===== config.mk =====
export PLATFORM = sky130hd
export DESIGN_NAME = wb_scoreboard_flat
export DESIGN_NICKNAME = d
export VERILOG_FILES = /design/src/rtl/wb_scoreboard_if.sv /design/src/rtl/wb_scoreboard.sv /design/src/flat_wrapper.sv
export SDC_FILE = /design/constraint.sdc
export NUM_CORES = 1
export LEC_CHECK = 0
export ABC_AREA = 1
export ABC_CLOCK_PERIOD_IN_PS = 4600
export BUFFER_PORTS_ARGS = -buffer_cell sky130_fd_sc_hd__buf_2
export CAP_MARGIN = 20
export CORE_ASPECT_RATIO = 0.6
export CORE_UTILIZATION = 30
export DETAILED_ROUTE_END_ITERATION = 10
export PLACE_DENSITY = 0.51
export REMOVE_ABC_BUFFERS = 1
export SLEW_MARGIN = 5
export SYNTH_ARGS = -nofsm -noshare
export SYNTH_HDL_FRONTEND = slang
export SYNTH_SLANG_ARGS = --single-unit

===== constraint.sdc =====
create_clock -name clk -period 4.6 [get_ports clk]
set_input_delay 0.23 -clock clk [delete_from_list [all_inputs] [get_ports clk]]
set_output_delay 0.23 -clock clk [all_outputs]
set_load 0.02 [all_outputs]

===== src/rtl/wb_scoreboard_if.sv =====
// Decode-side issue/hazard signals, execution-unit result return and register-file
// writeback port of the in-order writeback tracker.
interface wb_scoreboard_if #(
    parameter int TAGW = 2
);
    logic            issue_valid;
    logic [1:0]      issue_rw;
    logic [4:0]      issue_rd;
    logic [4:0]      issue_wait;
    logic [5:0]      src_s;
    logic [5:0]      src_t;
    logic            issue_ready;
    logic [TAGW-1:0] issue_tag;
    logic            hazard;
    logic            full;
    logic            res_valid;
    logic [TAGW-1:0] res_tag;
    logic [31:0]     res_data;
    logic [1:0]      wb_rw;
    logic [4:0]      wb_rd;
    logic [31:0]     wb_data;
    logic            err;

    modport master (
        output issue_valid, issue_rw, issue_rd, issue_wait, src_s, src_t,
        output res_valid, res_tag, res_data,
        input  issue_ready, issue_tag, hazard, full,
        input  wb_rw, wb_rd, wb_data, err
    );

    modport slave (
        input  issue_valid, issue_rw, issue_rd, issue_wait, src_s, src_t,
        input  res_valid, res_tag, res_data,
        output issue_ready, issue_tag, hazard, full,
        output wb_rw, wb_rd, wb_data, err
    );
endinterface


===== src/rtl/wb_scoreboard.sv =====
// In-order writeback tracker: circular queue of outstanding register writes, results
// filled by slot tag, retired oldest-first onto the register-file write port.
module wb_scoreboard #(
    parameter int DEPTH = 4,
    parameter int TAGW  = 2
) (
    input  logic          clk,
    input  logic          rst,
    wb_scoreboard_if.slave bus
);
    localparam logic [TAGW:0]   FULL_CNT = (TAGW+1)'(DEPTH);
    localparam logic [TAGW-1:0] TAG_ONE  = TAGW'(1);

    logic            busy_q [DEPTH];
    logic            busy_d [DEPTH];
    logic [1:0]      cls_q  [DEPTH];
    logic [1:0]      cls_d  [DEPTH];
    logic [4:0]      rd_q   [DEPTH];
    logic [4:0]      rd_d   [DEPTH];
    logic [4:0]      cnt_q  [DEPTH];
    logic [4:0]      cnt_d  [DEPTH];
    logic            dv_q   [DEPTH];
    logic            dv_d   [DEPTH];
    logic [31:0]     data_q [DEPTH];
    logic [31:0]     data_d [DEPTH];
    logic [TAGW-1:0] head_q, head_d;
    logic [TAGW-1:0] tail_q, tail_d;
    logic [TAGW:0]   count_q, count_d;
    logic [1:0]      wb_rw_q, wb_rw_d;
    logic [4:0]      wb_rd_q, wb_rd_d;
    logic [31:0]     wb_data_q, wb_data_d;
    logic            err_q, err_d;
    logic            hazard, is_write, full, issue_ready, alloc, retire;

    // gpr $zero (tag 0) is never a real dependency, so it is excluded from matching.
    always_comb begin
        hazard = 1'b0;
        for (int unsigned i = 0; i < DEPTH; i++) begin
            if (busy_q[i] && ({cls_q[i] == 2'b10, rd_q[i]} != 6'd0) &&
                (({cls_q[i] == 2'b10, rd_q[i]} == bus.src_s) ||
                 ({cls_q[i] == 2'b10, rd_q[i]} == bus.src_t))) begin
                hazard = 1'b1;
            end
        end
    end

    assign is_write    = (bus.issue_rw == 2'b01) || (bus.issue_rw == 2'b10);
    assign full        = (count_q == FULL_CNT);
    assign issue_ready = !hazard && (!is_write || !full);
    assign alloc       = bus.issue_valid && issue_ready && is_write;

    always_comb begin
        busy_d    = busy_q;
        cls_d     = cls_q;
        rd_d      = rd_q;
        cnt_d     = cnt_q;
        dv_d      = dv_q;
        data_d    = data_q;
        head_d    = head_q;
        tail_d    = tail_q;
        wb_rw_d   = 2'b00;
        wb_rd_d   = wb_rd_q;
        wb_data_d = wb_data_q;
        err_d     = err_q;
        retire    = busy_q[head_q] && dv_q[head_q] && (cnt_q[head_q] == 5'd0);

        for (int unsigned i = 0; i < DEPTH; i++) begin
            if (busy_q[i] && (cnt_q[i] != 5'd0)) begin
                cnt_d[i] = cnt_q[i] - 5'd1;
            end
        end

        if (bus.res_valid) begin
            if (busy_q[bus.res_tag] && !dv_q[bus.res_tag]) begin
                data_d[bus.res_tag] = bus.res_data;
                dv_d[bus.res_tag]   = 1'b1;
            end else begin
                err_d = 1'b1;
            end
        end

        if (retire) begin
            wb_rw_d        = cls_q[head_q];
            wb_rd_d        = rd_q[head_q];
            wb_data_d      = data_q[head_q];
            busy_d[head_q] = 1'b0;
            dv_d[head_q]   = 1'b0;
            head_d         = head_q + TAG_ONE;
        end

        // Allocation overrides the decrement loop for the tail slot; it was idle anyway.
        if (alloc) begin
            busy_d[tail_q] = 1'b1;
            cls_d[tail_q]  = bus.issue_rw;
            rd_d[tail_q]   = bus.issue_rd;
            cnt_d[tail_q]  = (bus.issue_wait == 5'd0) ? 5'd1 : bus.issue_wait;
            dv_d[tail_q]   = 1'b0;
            tail_d         = tail_q + TAG_ONE;
        end

        count_d = count_q + (TAGW+1)'(alloc) - (TAGW+1)'(retire);
    end

    always_ff @(posedge clk) begin
        if (rst) begin
            for (int unsigned i = 0; i < DEPTH; i++) begin
                busy_q[i] <= 1'b0;
                cls_q[i]  <= '0;
                rd_q[i]   <= '0;
                cnt_q[i]  <= '0;
                dv_q[i]   <= 1'b0;
                data_q[i] <= '0;
            end
            head_q    <= '0;
            tail_q    <= '0;
            count_q   <= '0;
            wb_rw_q   <= '0;
            wb_rd_q   <= '0;
            wb_data_q <= '0;
            err_q     <= 1'b0;
        end else begin
            busy_q    <= busy_d;
            cls_q     <= cls_d;
            rd_q      <= rd_d;
            cnt_q     <= cnt_d;
            dv_q      <= dv_d;
            data_q    <= data_d;
            head_q    <= head_d;
            tail_q    <= tail_d;
            count_q   <= count_d;
            wb_rw_q   <= wb_rw_d;
            wb_rd_q   <= wb_rd_d;
            wb_data_q <= wb_data_d;
            err_q     <= err_d;
        end
    end

    assign bus.issue_ready = issue_ready;
    assign bus.issue_tag   = tail_q;
    assign bus.hazard      = hazard;
    assign bus.full        = full;
    assign bus.wb_rw       = wb_rw_q;
    assign bus.wb_rd       = wb_rd_q;
    assign bus.wb_data     = wb_data_q;
    assign bus.err         = err_q;
endmodule


===== src/flat_wrapper.sv =====
// flat-port wrapper written by rule: the top's interface ports become plain ports
module wb_scoreboard_flat 
#(
    parameter int DEPTH = 4,
    parameter int TAGW  = 2
)
  (clk, rst, bus_issue_valid, bus_issue_rw, bus_issue_rd, bus_issue_wait, bus_src_s, bus_src_t, bus_res_valid, bus_res_tag, bus_res_data, bus_issue_ready, bus_issue_tag, bus_hazard, bus_full, bus_wb_rw, bus_wb_rd, bus_wb_data, bus_err);
  wb_scoreboard_if #(.TAGW(TAGW)) bus_i ();
  input  logic clk;
  input  logic rst;
  input wire logic [$bits(bus_i.issue_valid)-1:0] bus_issue_valid;
  input wire logic [$bits(bus_i.issue_rw)-1:0] bus_issue_rw;
  input wire logic [$bits(bus_i.issue_rd)-1:0] bus_issue_rd;
  input wire logic [$bits(bus_i.issue_wait)-1:0] bus_issue_wait;
  input wire logic [$bits(bus_i.src_s)-1:0] bus_src_s;
  input wire logic [$bits(bus_i.src_t)-1:0] bus_src_t;
  input wire logic [$bits(bus_i.res_valid)-1:0] bus_res_valid;
  input wire logic [$bits(bus_i.res_tag)-1:0] bus_res_tag;
  input wire logic [$bits(bus_i.res_data)-1:0] bus_res_data;
  output wire logic [$bits(bus_i.issue_ready)-1:0] bus_issue_ready;
  output wire logic [$bits(bus_i.issue_tag)-1:0] bus_issue_tag;
  output wire logic [$bits(bus_i.hazard)-1:0] bus_hazard;
  output wire logic [$bits(bus_i.full)-1:0] bus_full;
  output wire logic [$bits(bus_i.wb_rw)-1:0] bus_wb_rw;
  output wire logic [$bits(bus_i.wb_rd)-1:0] bus_wb_rd;
  output wire logic [$bits(bus_i.wb_data)-1:0] bus_wb_data;
  output wire logic [$bits(bus_i.err)-1:0] bus_err;
  assign bus_i.issue_valid = bus_issue_valid;
  assign bus_i.issue_rw = bus_issue_rw;
  assign bus_i.issue_rd = bus_issue_rd;
  assign bus_i.issue_wait = bus_issue_wait;
  assign bus_i.src_s = bus_src_s;
  assign bus_i.src_t = bus_src_t;
  assign bus_i.res_valid = bus_res_valid;
  assign bus_i.res_tag = bus_res_tag;
  assign bus_i.res_data = bus_res_data;
  assign bus_issue_ready = bus_i.issue_ready;
  assign bus_issue_tag = bus_i.issue_tag;
  assign bus_hazard = bus_i.hazard;
  assign bus_full = bus_i.full;
  assign bus_wb_rw = bus_i.wb_rw;
  assign bus_wb_rd = bus_i.wb_rd;
  assign bus_wb_data = bus_i.wb_data;
  assign bus_err = bus_i.err;
  wb_scoreboard #(.DEPTH(DEPTH), .TAGW(TAGW)) u_core (.clk(clk), .rst(rst), .bus(bus_i));
endmodule

==> flow_summary.ini <==
[detailed_routing]
vias = 10500
drt_wl_total_mm = 35.8
ant_nets = 0
via_per_inst = 4.79
drc_errors = 0
drtIter0Drc = 1084
wl_per_cell_um = 16.3
drtPass1Iterations = 7

[worst_setup_path]
end_kind = register
required_ns = 5.07
crit_buf_inv = 2
crit_family = simple AND/OR/NAND/NOR gates
crit_fanout = 19
start_kind = register
worst_path_max_delay_cell = nand2_1
max_stage_delay_ns = 0.68
crit_arrival_ns = 3.55
critPathKind = reg -> reg
regToRegSetupSlack_ns = 1.52
path_cells = nor3_1 -> nand2_1 -> nand3_4 -> clkinv_2 -> ha_1 -> inv_1 -> fa_1 -> nor2_1
r2r-end = u_core.count_q[1]
ff2ff_path_depth = 8
rr_startpoint = u_core.count_q[1]

[grt]
groute.layer.met3.usage = 0.0284
grt_use_met1 = 0.286
grt_pass1_wl_mm = 56.3
grt_use_met2 = 0.285
grt_pass1_vias = 9853
grt_usage = 0.190
grt_overflow = 0
grt_antenna_before_repair = 4
grt_busiest_layer = met1
grt_max_degree = 109

[timing]
worstMarginPinSlew_ns = 1.08
slew_headroom = 0.279
rsz0062_at_grt = false
skew_ns = 0.0188
final-max-slew-violation-count = 0
hold_violations = 0
setup_viol = 0
post-route-period-util = 0.669
max_clock_freq_ghz = 0.325
finalCriticalPeriod_ns = 3.08

[floorplanning]
coreArea_um2 = 35500
die_area_um2 = 37500
initial_core_util = 0.310
row_count = 53
pin_count = 107
die_w_um = 249
die_h_um = 150

[hold_path]
hold_class = in -> reg
hold_end = u_core.cls_q[0]
hold_start = bus_issue_rw[0]
hold_depth = 3

[clock_tree]
cts_tree = built
insertion_delay_ns = 0.55
cts.sinks = 231
numCtsBuffers = 26
cts_setup_buffers = 0
cts_root_buf = clkbuf_16
htreeDepth = 1
path_clk_slew_ns = 0.06
clockBufferDepth = 3

[placed_design]
gp_congestion = 0.890
dp_hpwl_mm = 22.1
dpl.cell_count = 2106
port-buffer-count = 106

[synth]
synth_area_um2 = 11000
synth-seq-cells = 231
synth_top_family_by_area = simple AND/OR/NAND/NOR gates
yosysWarnings = 0
synthXorXnorAreaFrac = 0.0342
synth_mux_area_frac = 0
synth-seq-area-share = 0.420
synth_cell_types = 36
synthAdderAreaFrac = 0.0177
synth_compound_area_frac = 0.186
synthSimpleGateAreaFrac = 0.264
syn_inst = 1612
avgSynthCellArea_um2 = 6.82

[job]
max_cap_viol_count = 0

[power]
ir_worst_vdd_mv = 0.216
powerDensity_nw_per_um2 = 348
leakagePower_uw = 0.00590

[layout]
nets = 1782
finalNonFillerCells = 2194
final_core_util = 0.368
drive_above_1_share = 0.112
synthToLayoutAreaGrowth_pct = 18.9

[run_status]
status = finished clean
Yosys cell counts, drive strengths merged:
cell,number,share of area
a21oi,85,0.039
a22oi,1,0.00068
a31oi,1,0.00057
and2,1,0.00057
buf,32,0.017
clkbuf,62,0.021
clkinv,1,0.00045
dfxtp,231,0.42
fa,1,0.0018
ha,14,0.016
inv,112,0.038
nand2,217,0.075
nand3,29,0.014
nand4,17,0.015
nor2,444,0.15
nor3,13,0.0059
o21a,1,0.00068
o21ai,285,0.13
o221ai,3,0.0030
o22ai,19,0.013
xnor2,11,0.0088
xor2,32,0.025
state kept, by name (all words and copies together) (netlist names):
signal / cells
u_core.data_q: 128
u_core.bus.wb_data: 32
u_core.cnt_q: 20
u_core.rd_q: 20
u_core.cls_q: 8
u_core.bus.wb_rd: 5
u_core.busy_q: 4
u_core.dv_q: 4
u_core.count_q: 3
u_core.bus.issue_tag: 2
u_core.bus.wb_rw: 2
u_core.head_q: 2
u_core.bus.err: 1
timing repair:
action	in CTS	in global routing
endpoints found under the hold margin	140	0
resized for setup	0	0
hold buffers	38	0
how the worst max path moves through the flow:
stage | startpoint | cells after the start | slack (ns) | endpoint
6_report | u_core.count_q[1] | 8 | 1.52 | u_core.count_q[1]
3_5_place_dp | u_core.count_q[1] | 8 | 1.53 | u_core.count_q[1]
2_1_floorplan | u_core.head_q[0] | 13 | -0.42 | u_core.count_q[2]
5_1_grt | u_core.count_q[2] | 9 | 1.33 | u_core.count_q[1]
3_3_place_gp | u_core.count_q[1] | 8 | 1.51 | u_core.count_q[1]
4_1_cts | u_core.count_q[1] | 8 | 1.52 | u_core.count_q[1]
logic make-up after synthesis:
logic type	after synthesis
xor+xnor	43
flops	231
simple gates	721
compound gates	395
buf+inv	207
fa+ha+maj	15
placed cells by master, fill, tap and decap left out, types with 2 or more instances in the layout:
| cell type | netlist | routed |
|---|---|---|
| inv_2 | 5 | 5 |
| nand4_4 | 4 | 4 |
| clkbuf_1 | 61 | 4 |
| dfxtp_1 | 231 | 229 |
| nand4_1 | 13 | 13 |
| a21oi_1 | 84 | 84 |
| clkbuf_8 | 0 | 5 |
| xor2_1 | 32 | 32 |
| nand2_1 | 213 | 212 |
| buf_4 | 4 | 14 |
| clkinvlp_4 | 0 | 3 |
| o22ai_2 | 3 | 3 |
| dlygate4sd3_1 | 0 | 38 |
| o21ai_0 | 275 | 275 |
| ha_1 | 14 | 14 |
| o221ai_1 | 2 | 2 |
| nor2_1 | 443 | 440 |
| xnor2_1 | 11 | 11 |
| nor2_2 | 0 | 3 |
| clkinv_2 | 1 | 8 |
| nor3_1 | 13 | 13 |
| buf_2 | 21 | 106 |
| clkbuf_16 | 0 | 27 |
| nand3_1 | 28 | 28 |
| dfxtp_2 | 0 | 2 |
| inv_1 | 107 | 105 |
| diode_2 | 0 | 2 |
| o21ai_1 | 10 | 10 |
| nand2_2 | 3 | 4 |
| o22ai_1 | 16 | 16 |
worst reg2reg max path: cells and delay by family (launching register included):
family / cells / cell delay, ns
adders and majority gates: 2 / 0.64
and+or+nand+nor: 4 / 1.78
buffers and inverters: 2 / 0.26
DFF: 1 / 0.34
final cells by class:
cell class,instances,area [um^2]
timing repair buffer,159,1040
clock inverter,12,103
sequential,231,4630
fill,3778,22500
inverter,113,429
tap,467,584
multi-input combinational,1174,5540
antenna,2,5.00
clock buffer,36,759
through the flow:
stage	TNS [ns]	total power, uW	hold WS, ns	area, um^2	worst slack, ns
after floorplan	-0.680	2320	0.292	10600	-0.420
after global placement	0	2470	0.439	11800	1.51
after detailed placement	0	2470	0.445	11800	1.53
after CTS	0	4630	0.000914	13100	1.52
after global routing	0	4760	0.0418	13100	1.33
final	0	4560	0.0167	13100	1.52
layer usage:
metal / wire length, um / vias up
li1: - / 5381
met1: 18700 / 4827
met2: 14500 / 266
met3: 1960 / 41
met4: 558 / 2
met5: 11 / -
power breakdown:
part	leakage [uW]	internal [uW]	total (uW)	switching, uW
clock network	0.000422	1220	2100	885
registers	0.00187	2040	2070	30.7
logic	0.00362	136	388	252
total	0.00590	3390	4560	1170
Note: power is estimated with default switching activity, not from simulation.
